<file path="src/rtl/apb_pkg.sv">
// Shared APB definitions: bus width defaults, requester state encoding and register-slave address map.
package apb_pkg;

  localparam int unsigned APB_ADDR_W = 32;
  localparam int unsigned APB_DATA_W = 32;

  typedef enum logic [1:0] {
    IDLE   = 2'd0,
    SETUP  = 2'd1,
    ACCESS = 2'd2,
    RESP   = 2'd3
  } apb_master_state_e;

  localparam logic [APB_ADDR_W-1:0] APB_REG0_ADDR = 32'h0000_1000;
  localparam logic [APB_ADDR_W-1:0] APB_REG1_ADDR = 32'h0000_1004;
  localparam logic [APB_ADDR_W-1:0] APB_REG2_ADDR = 32'h0000_1008;
  localparam logic [APB_ADDR_W-1:0] APB_REG3_ADDR = 32'h0000_100C;

endpackage

</file>
<file path="src/rtl/apb_timeout_ctr.sv">
// Counts PREADY-low ACCESS cycles; expire_c_o flags the cycle in which the LIMIT-th such cycle occurs.
module apb_timeout_ctr #(
  parameter int unsigned LIMIT = 16
) (
  input  logic clk,
  input  logic rst_n,
  input  logic clear_i,
  input  logic inc_i,
  output logic expire_c_o
);

  localparam int unsigned CW = $clog2(LIMIT + 1);

  logic [CW-1:0] count_q, count_d;

  // Saturate at LIMIT so a stalled clear can never wrap the count.
  always_comb begin
    count_d = count_q;
    if (clear_i) begin
      count_d = '0;
    end else if (inc_i && (count_q != CW'(LIMIT))) begin
      count_d = count_q + CW'(1);
    end
  end

  always_ff @(posedge clk or negedge rst_n) begin
    if (!rst_n) begin
      count_q <= '0;
    end else begin
      count_q <= count_d;
    end
  end

  assign expire_c_o = inc_i && !clear_i && (count_q == CW'(LIMIT - 1));

endmodule

</file>
<file path="src/rtl/apb_master.sv">
// Single-outstanding APB requester: cmd valid/ready in, SETUP/ACCESS on APB, rsp valid/ready out.
// Optional ACCESS timeout is compiled in with `define APB_MASTER_TIMEOUT_EN.
module apb_master
  import apb_pkg::*;
#(
  parameter int unsigned ADDR_W         = APB_ADDR_W,
  parameter int unsigned DATA_W         = APB_DATA_W,
  parameter int unsigned TIMEOUT_CYCLES = 16
) (
  input  logic              PCLK,
  input  logic              PRESETn,
  input  logic              cmd_valid,
  output logic              cmd_ready,
  input  logic              cmd_write,
  input  logic [ADDR_W-1:0] cmd_addr,
  input  logic [DATA_W-1:0] cmd_wdata,
  output logic              rsp_valid,
  input  logic              rsp_ready,
  output logic [DATA_W-1:0] rsp_rdata,
  output logic              rsp_err,
  output logic              PSEL,
  output logic              PENABLE,
  output logic              PWRITE,
  output logic [ADDR_W-1:0] PADDR,
  output logic [DATA_W-1:0] PWDATA,
  input  logic [DATA_W-1:0] PRDATA,
  input  logic              PREADY,
  input  logic              PSLVERR
);

  if (TIMEOUT_CYCLES == 0) begin : g_bad_timeout_param
    $error("apb_master: TIMEOUT_CYCLES must be >= 1");
  end

  apb_master_state_e state_q, state_d;

  logic              cmd_ready_q, cmd_ready_d;
  logic              psel_q, psel_d;
  logic              penable_q, penable_d;
  logic              pwrite_q, pwrite_d;
  logic [ADDR_W-1:0] paddr_q, paddr_d;
  logic [DATA_W-1:0] pwdata_q, pwdata_d;
  logic              rsp_valid_q, rsp_valid_d;
  logic [DATA_W-1:0] rsp_rdata_q, rsp_rdata_d;
  logic              rsp_err_q, rsp_err_d;
  logic              timeout_c;

`ifdef APB_MASTER_TIMEOUT_EN
  apb_timeout_ctr #(
    .LIMIT(TIMEOUT_CYCLES)
  ) u_timeout_ctr (
    .clk       (PCLK),
    .rst_n     (PRESETn),
    .clear_i   (state_q != ACCESS),
    .inc_i     ((state_q == ACCESS) && !PREADY),
    .expire_c_o(timeout_c)
  );
`else
  assign timeout_c = 1'b0;
`endif

  // Next-state logic; bus/handshake flags are decoded from the next state so they come straight off flops.
  always_comb begin
    state_d     = state_q;
    pwrite_d    = pwrite_q;
    paddr_d     = paddr_q;
    pwdata_d    = pwdata_q;
    rsp_rdata_d = rsp_rdata_q;
    rsp_err_d   = rsp_err_q;

    unique case (state_q)
      IDLE: begin
        if (cmd_valid && cmd_ready_q) begin
          pwrite_d = cmd_write;
          paddr_d  = cmd_addr;
          pwdata_d = cmd_wdata;
          state_d  = SETUP;
        end
      end
      SETUP: begin
        state_d = ACCESS;
      end
      ACCESS: begin
        // A completing PREADY takes priority over an expiring timeout.
        if (PREADY) begin
          rsp_rdata_d = pwrite_q ? '0 : PRDATA;
          rsp_err_d   = PSLVERR;
          state_d     = RESP;
        end else if (timeout_c) begin
          rsp_rdata_d = '0;
          rsp_err_d   = 1'b1;
          state_d     = RESP;
        end
      end
      RESP: begin
        if (rsp_ready) begin
          state_d = IDLE;
        end
      end
      default: begin
        state_d = IDLE;
      end
    endcase

    cmd_ready_d = (state_d == IDLE);
    psel_d      = (state_d == SETUP) || (state_d == ACCESS);
    penable_d   = (state_d == ACCESS);
    rsp_valid_d = (state_d == RESP);
  end

  always_ff @(posedge PCLK or negedge PRESETn) begin
    if (!PRESETn) begin
      state_q     <= IDLE;
      cmd_ready_q <= 1'b0;
      psel_q      <= 1'b0;
      penable_q   <= 1'b0;
      pwrite_q    <= 1'b0;
      paddr_q     <= '0;
      pwdata_q    <= '0;
      rsp_valid_q <= 1'b0;
      rsp_rdata_q <= '0;
      rsp_err_q   <= 1'b0;
    end else begin
      state_q     <= state_d;
      cmd_ready_q <= cmd_ready_d;
      psel_q      <= psel_d;
      penable_q   <= penable_d;
      pwrite_q    <= pwrite_d;
      paddr_q     <= paddr_d;
      pwdata_q    <= pwdata_d;
      rsp_valid_q <= rsp_valid_d;
      rsp_rdata_q <= rsp_rdata_d;
      rsp_err_q   <= rsp_err_d;
    end
  end

  assign cmd_ready = cmd_ready_q;
  assign PSEL      = psel_q;
  assign PENABLE   = penable_q;
  assign PWRITE    = pwrite_q;
  assign PADDR     = paddr_q;
  assign PWDATA    = pwdata_q;
  assign rsp_valid = rsp_valid_q;
  assign rsp_rdata = rsp_rdata_q;
  assign rsp_err   = rsp_err_q;

endmodule

</file>
<file path="config.mk">
export PLATFORM = sky130hd
export DESIGN_NAME = apb_master
export DESIGN_NICKNAME = d
export VERILOG_FILES = /design/src/rtl/apb_pkg.sv /design/src/rtl/apb_timeout_ctr.sv /design/src/rtl/apb_master.sv
export SDC_FILE = /design/constraint.sdc
export NUM_CORES = 1
export LEC_CHECK = 0
export BUFFER_PORTS_ARGS = -buffer_cell sky130_fd_sc_hd__buf_2
export CORE_MARGIN = 1.5
export CORE_UTILIZATION = 49
export DETAILED_ROUTE_END_ITERATION = 10
export PLACE_DENSITY_LB_ADDON = 0.05
export SLEW_MARGIN = 0
export SYNTH_ARGS = -nofsm -noshare
export SYNTH_HDL_FRONTEND = slang
export SYNTH_SLANG_ARGS = --single-unit
</file>
<file path="constraint.sdc">
create_clock -name PCLK -period 2.75 [get_ports PCLK]
set_input_delay 0.55 -clock PCLK [delete_from_list [all_inputs] [get_ports PCLK]]
set_output_delay 0.55 -clock PCLK [all_outputs]
set_load 0.01 [all_outputs]
</file>
======== Word level (Yosys, flattened, before mapping) ========
Cells that the tools add are included.
operators by class
  magnitude comparators ................... 0
  equal/unequal tests ..................... 6
  shifts and indexed selects .............. 0
  divide/modulo/power cells ............... 0
  muxes and demuxes ....................... 5
  reduce and logical (&&, ||, !) cells .... 6
  bitwise logic cells ..................... 0
  add/subtract/negate cells ............... 0
  multipliers ............................. 0
operators with widths
  cell                count
  $mux 32             1
  $eq 2x2->1 const B  4
  $pmux 2 s4          1
  $mux 2              3
  $eq 2x1->1 const B  2
  $logic_not 2->1     2
  $reduce_and 2->1    2
  $logic_and 1x1->1   1
  $logic_or 1x1->1    1
storage, ports and cells
  latch bits .............................. 0
  logic and storage cells ................. 27
  bits in writable memories ............... 0
  memories ................................ 0
  bits in registers ....................... 104
  bits in read-only memories .............. 0

======== Logic depth before layout (Yosys ltp) ========
  depth in word-level cells ............... 5
  mapped depth ............................ 7

======== Worst setup path before layout ========
No wires, ideal clock.
  path type ............................... in2reg
  start ................................... input port cmd_valid
  end ..................................... register psel_q (netlist: PSEL)
  path slack .............................. 1108 ps
  arrival ................................. 1516 ps
  cell stages on the path ................. 6
  buffers on the path ..................... 3
  data required time ...................... 2624 ps
  path through ............................ and3_4 buf_6 buf_8 buf_8 nand2b_1 ha_1
between the ends
  cells in the longest elaborated chain, start to end .. 5
  elaborated cells on any way between the ends .. 6
RTL lines
  element                                   RTL line           text
  from (decl)                               apb_master.sv:12   input logic cmd_valid,
  $logic_and 1x1->1 (*)                     apb_master.sv:73   if (cmd_valid && cmd_ready_q) begin
  $mux 2 (*)                                apb_master.sv:73
  $pmux 2 s4 (*)                            apb_master.sv:71   unique case (state_q)
  net state_d[0]                            apb_master.sv:35   apb_master_state_e state_q, state_d;
  $eq 2x1->1 or $eq 2x2->1 (tied branches)  apb_master.sv:106  psel_d = (state_d == SETUP) || (state_d == ACCESS);
  $logic_or 1x1->1 (*)                      apb_master.sv:106
  net psel_d                                apb_master.sv:38   logic psel_q, psel_d;
  to (signal assigned)                      apb_master.sv:126  psel_q <= psel_d;
  to (decl)                                 apb_master.sv:38
Mark *: on every way through the listed nets, which the timed path passes. The rest lies on a longest branch.
A chain may end at the register's enable or synchronous reset.

======== Worst setup path in the final report ========
  start ................................... register state_q[1]
  end ..................................... register pwdata_q[13] (netlist: PWDATA[13])
between the ends
  cells in the longest elaborated chain, start to end .. 2
RTL lines
  element                            RTL line           text
  from (decl)                        apb_master.sv:35
  from (signal assigned)             apb_master.sv:124  state_q <= state_d;
  $logic_not 2->1                    apb_master.sv:71
  $reduce_and 2->1 (no source line)  --
  to (signal assigned)               apb_master.sv:130  pwdata_q <= pwdata_d;
  to (decl)                          apb_master.sv:42   logic [DATA_W-1:0] pwdata_q, pwdata_d;
No other way between the ends.

==> flow_metrics.env <==
export IMPL_ys_seq_area_share_pct=62.2
export IMPL_insertion_delay_ps=350
export IMPL_cts_buffers=9
export IMPL_finalHoldViolCount=0
export IMPL_leakagePower_nw=2.93
export IMPL_cts_buffer_depth=2
export IMPL_worstHoldPathType="in -> async"
export IMPL_fp_dieW_microns=95.4
export IMPL_synthCells=299
export IMPL_ir_drop_v=0.000511
export IMPL_yosys_area_share_adder_pct=0.897
export IMPL_num_rows=33
export IMPL_path_max_fanout=29
export IMPL_grt_pass1_vias=2701
export IMPL_synth_seq_cells=104
export IMPL_drv_slew=0
export IMPL_nFillCells=671
export IMPL_start_util_pct=50.7
export IMPL_ctsResizeCount=0
export IMPL_syn_nets=405
export IMPL_cp_cell_sequence="nor2_1 -> and3_4 -> buf_4 -> mux2_2"
export IMPL_grt_max_degree=53
export IMPL_cap_violations=0
export IMPL_grt_pass1_wl_microns=13400
export IMPL_dieArea_sq_mm=0.00910
export IMPL_place_hpwl_microns=6540
export IMPL_cts_tree="done"
export IMPL_reg2regPathDepth=4
export IMPL_cts_root_buf="clkbuf_8"
export IMPL_yosys_warnings=0
export IMPL_first_pass_iters=4
export IMPL_relSlewSlack_pct=65.0
export IMPL_whs_ps=178
export IMPL_area_growth_pct=30.6
export IMPL_finalNetCount=608
export IMPL_power_density_mw_per_mm2=1100
export IMPL_synth_compound_area_share_pct=3.95
export IMPL_rsz0062_at_grt="false"
export IMPL_h_tree_depth=3
export IMPL_cp_required_ps=2990
export IMPL_cp_data_arrival_time_ps=2190
export IMPL_syn_area_per_cell_sq_um=14.0
export IMPL_max_freq_ghz=0.511
export IMPL_slowest_delay_ps=540
export IMPL_core_sq_mm=0.00826
export IMPL_synth_xor_area_share_pct=0
export IMPL_remaining_drc_errors=0
export IMPL_syn_area_sq_mm=0.00418
export IMPL_end_kind="flip-flop"
export IMPL_seq_area_sq_mm=0.00260
export IMPL_grt_overflow=0
export IMPL_r2r_start="state_q[1]"
export IMPL_mostFrequentLayoutCell="buf_2"
export IMPL_antenna_left=0
export IMPL_period_minus_slack_ps=1960
export IMPL_synth_top_family_by_area="multiplexers"
export IMPL_cts_setup_buffers=0
export IMPL_crit_slowest_cell="and3_4"
export IMPL_r2r_end="PWDATA[13]"
export IMPL_max_slew_worst_pin_slew_ps=525
export IMPL_start_kind="flip-flop"
export IMPL_ioPinCount=205
export IMPL_multi_input_area_sq_mm=0.00143
export IMPL_setup_tns_ps=0
export IMPL_via_count=2933
export IMPL_layout_drive_gt1_share_pct=57.4
export IMPL_num_antenna_cells=0
export IMPL_synthMuxAreaShare_pct=20.3
export IMPL_wl_per_cell_microns=14.7
export IMPL_yosysUniqueCellTypes=21
export IMPL_drt_iter0_drc=54
export IMPL_clk_pin_slew_ps=90
export IMPL_totalWireLength_microns=9020
export IMPL_synthSimpleGateAreaFrac_pct=9.15
export IMPL_gp_congestion=0.748
export IMPL_clock_sinks=104
export IMPL_die_h_microns=95.4
export IMPL_port_buffers=204
export IMPL_grt_util_all_layers_pct=19.6
export IMPL_outcome="finished, final reports clean"
export IMPL_antenna_found_initial=1
export IMPL_timing_final_crit_share_pct=71.2
export IMPL_final_cell_mix="203 x buf_2, 104 x dfrtp_1, 38 x mux2_2"
export IMPL_r2r_slack_ps=790
export IMPL_via_per_inst=4.79
export IMPL_criticalPathCategory="reg -> reg"
export IMPL_setup_violations=0
export IMPL_skew_ps=7.49
export IMPL_postCtsHoldBufs=0
-- worst max-delay path: cells and delay by family, from the launching register on --
kind	cells	cell delay [ps]
DFF	1	420
and+or+nand+nor	2	740
buffers and inverters	1	320
muxes	1	370
-- per-layer routing --
layer  vias to the layer above  part of all wire (%)  track usage, %
met1                      1385                    41            24.0
li1                       1401                     -               -
met2                       131                    48            31.1
met4                         2                   1.6            6.13
met5                         -                  0.13               0
met3                        14                    10            8.69
-- kinds of logic (layout without fill, tap and decap cells) --
logic type | after synthesis | after routing
AO/OA/AOI/OAI | 33 | 33
adder cells (fa/ha/maj) | 3 | 3
buffers and inverters | 19 | 227
AND/OR/NAND/NOR | 74 | 74
flip-flops | 104 | 104
multiplexers | 66 | 66
-- worst max path at each step --
stage | cells after the start | slack, ps | endpoint | startpoint
floorplan | 6 | 1110 | PSEL | cmd_valid
global placement | 4 | 830 | PWDATA[9] | cmd_valid
detailed placement | 4 | 800 | PWDATA[5] | cmd_valid
CTS | 4 | 780 | PWDATA[13] | state_q[1]
global route | 4 | 680 | PWDATA[13] | state_q[1]
finish | 4 | 790 | PWDATA[13] | state_q[1]
-- flip-flops by register name (all words and copies together) (netlist names) --
register,flops
PADDR,32
PWDATA,32
rsp_rdata,32
state_q,2
PENABLE,1
PSEL,1
PWRITE,1
cmd_ready,1
rsp_err,1
rsp_valid,1
-- synthesized netlist by cell type, drive strengths merged --
master    n  area share, %
buf      10            2.7
dfrtp   104             62
nand2b   33            4.9
o21ai    33            3.9
inv       1          0.090
nand3b    1           0.18
and3      2           0.42
and2b     1           0.18
mux2     66             20
nor2b     2           0.30
ha        3           0.90
nor2      3           0.27
clkbuf    8           0.72
nand2    32            2.9
-- stage by stage --
step | setup WS (ps) | std cells | utilization, % | instance area [sq um] | power, mW
6_report | 791 | 612 | 66.2 | 5460 | 6.02
5_1_grt | 683 | 612 | 66.2 | 5460 | 6.46
4_1_cts | 783 | 612 | 66.2 | 5460 | 6.11
3_5_place_dp | 802 | 596 | 63.8 | 5270 | 5.14
3_3_place_gp | 833 | 596 | 63.8 | 5270 | 5.06
2_1_floorplan | 1110 | 299 | - | 4180 | 4.07
-- cell type report --
cell class,instances,share of cell area [%]
clock buffers,12,2.66
clock inverters,4,0.985
inverters,1,0.0687
multi-input cells,176,26.2
flip-flops and latches,104,47.6
well taps,105,2.40
repair buffers,210,20.0
-- power breakdown --
part	leakage, nW	switching [mW]	internal, mW	total [mW]
Sequential	1.31	0.356	2.27	2.62
Combinational	1.52	1.18	1.27	2.45
Clock	0.0928	0.497	0.449	0.945
Note: power is estimated with default switching activity, not from simulation.
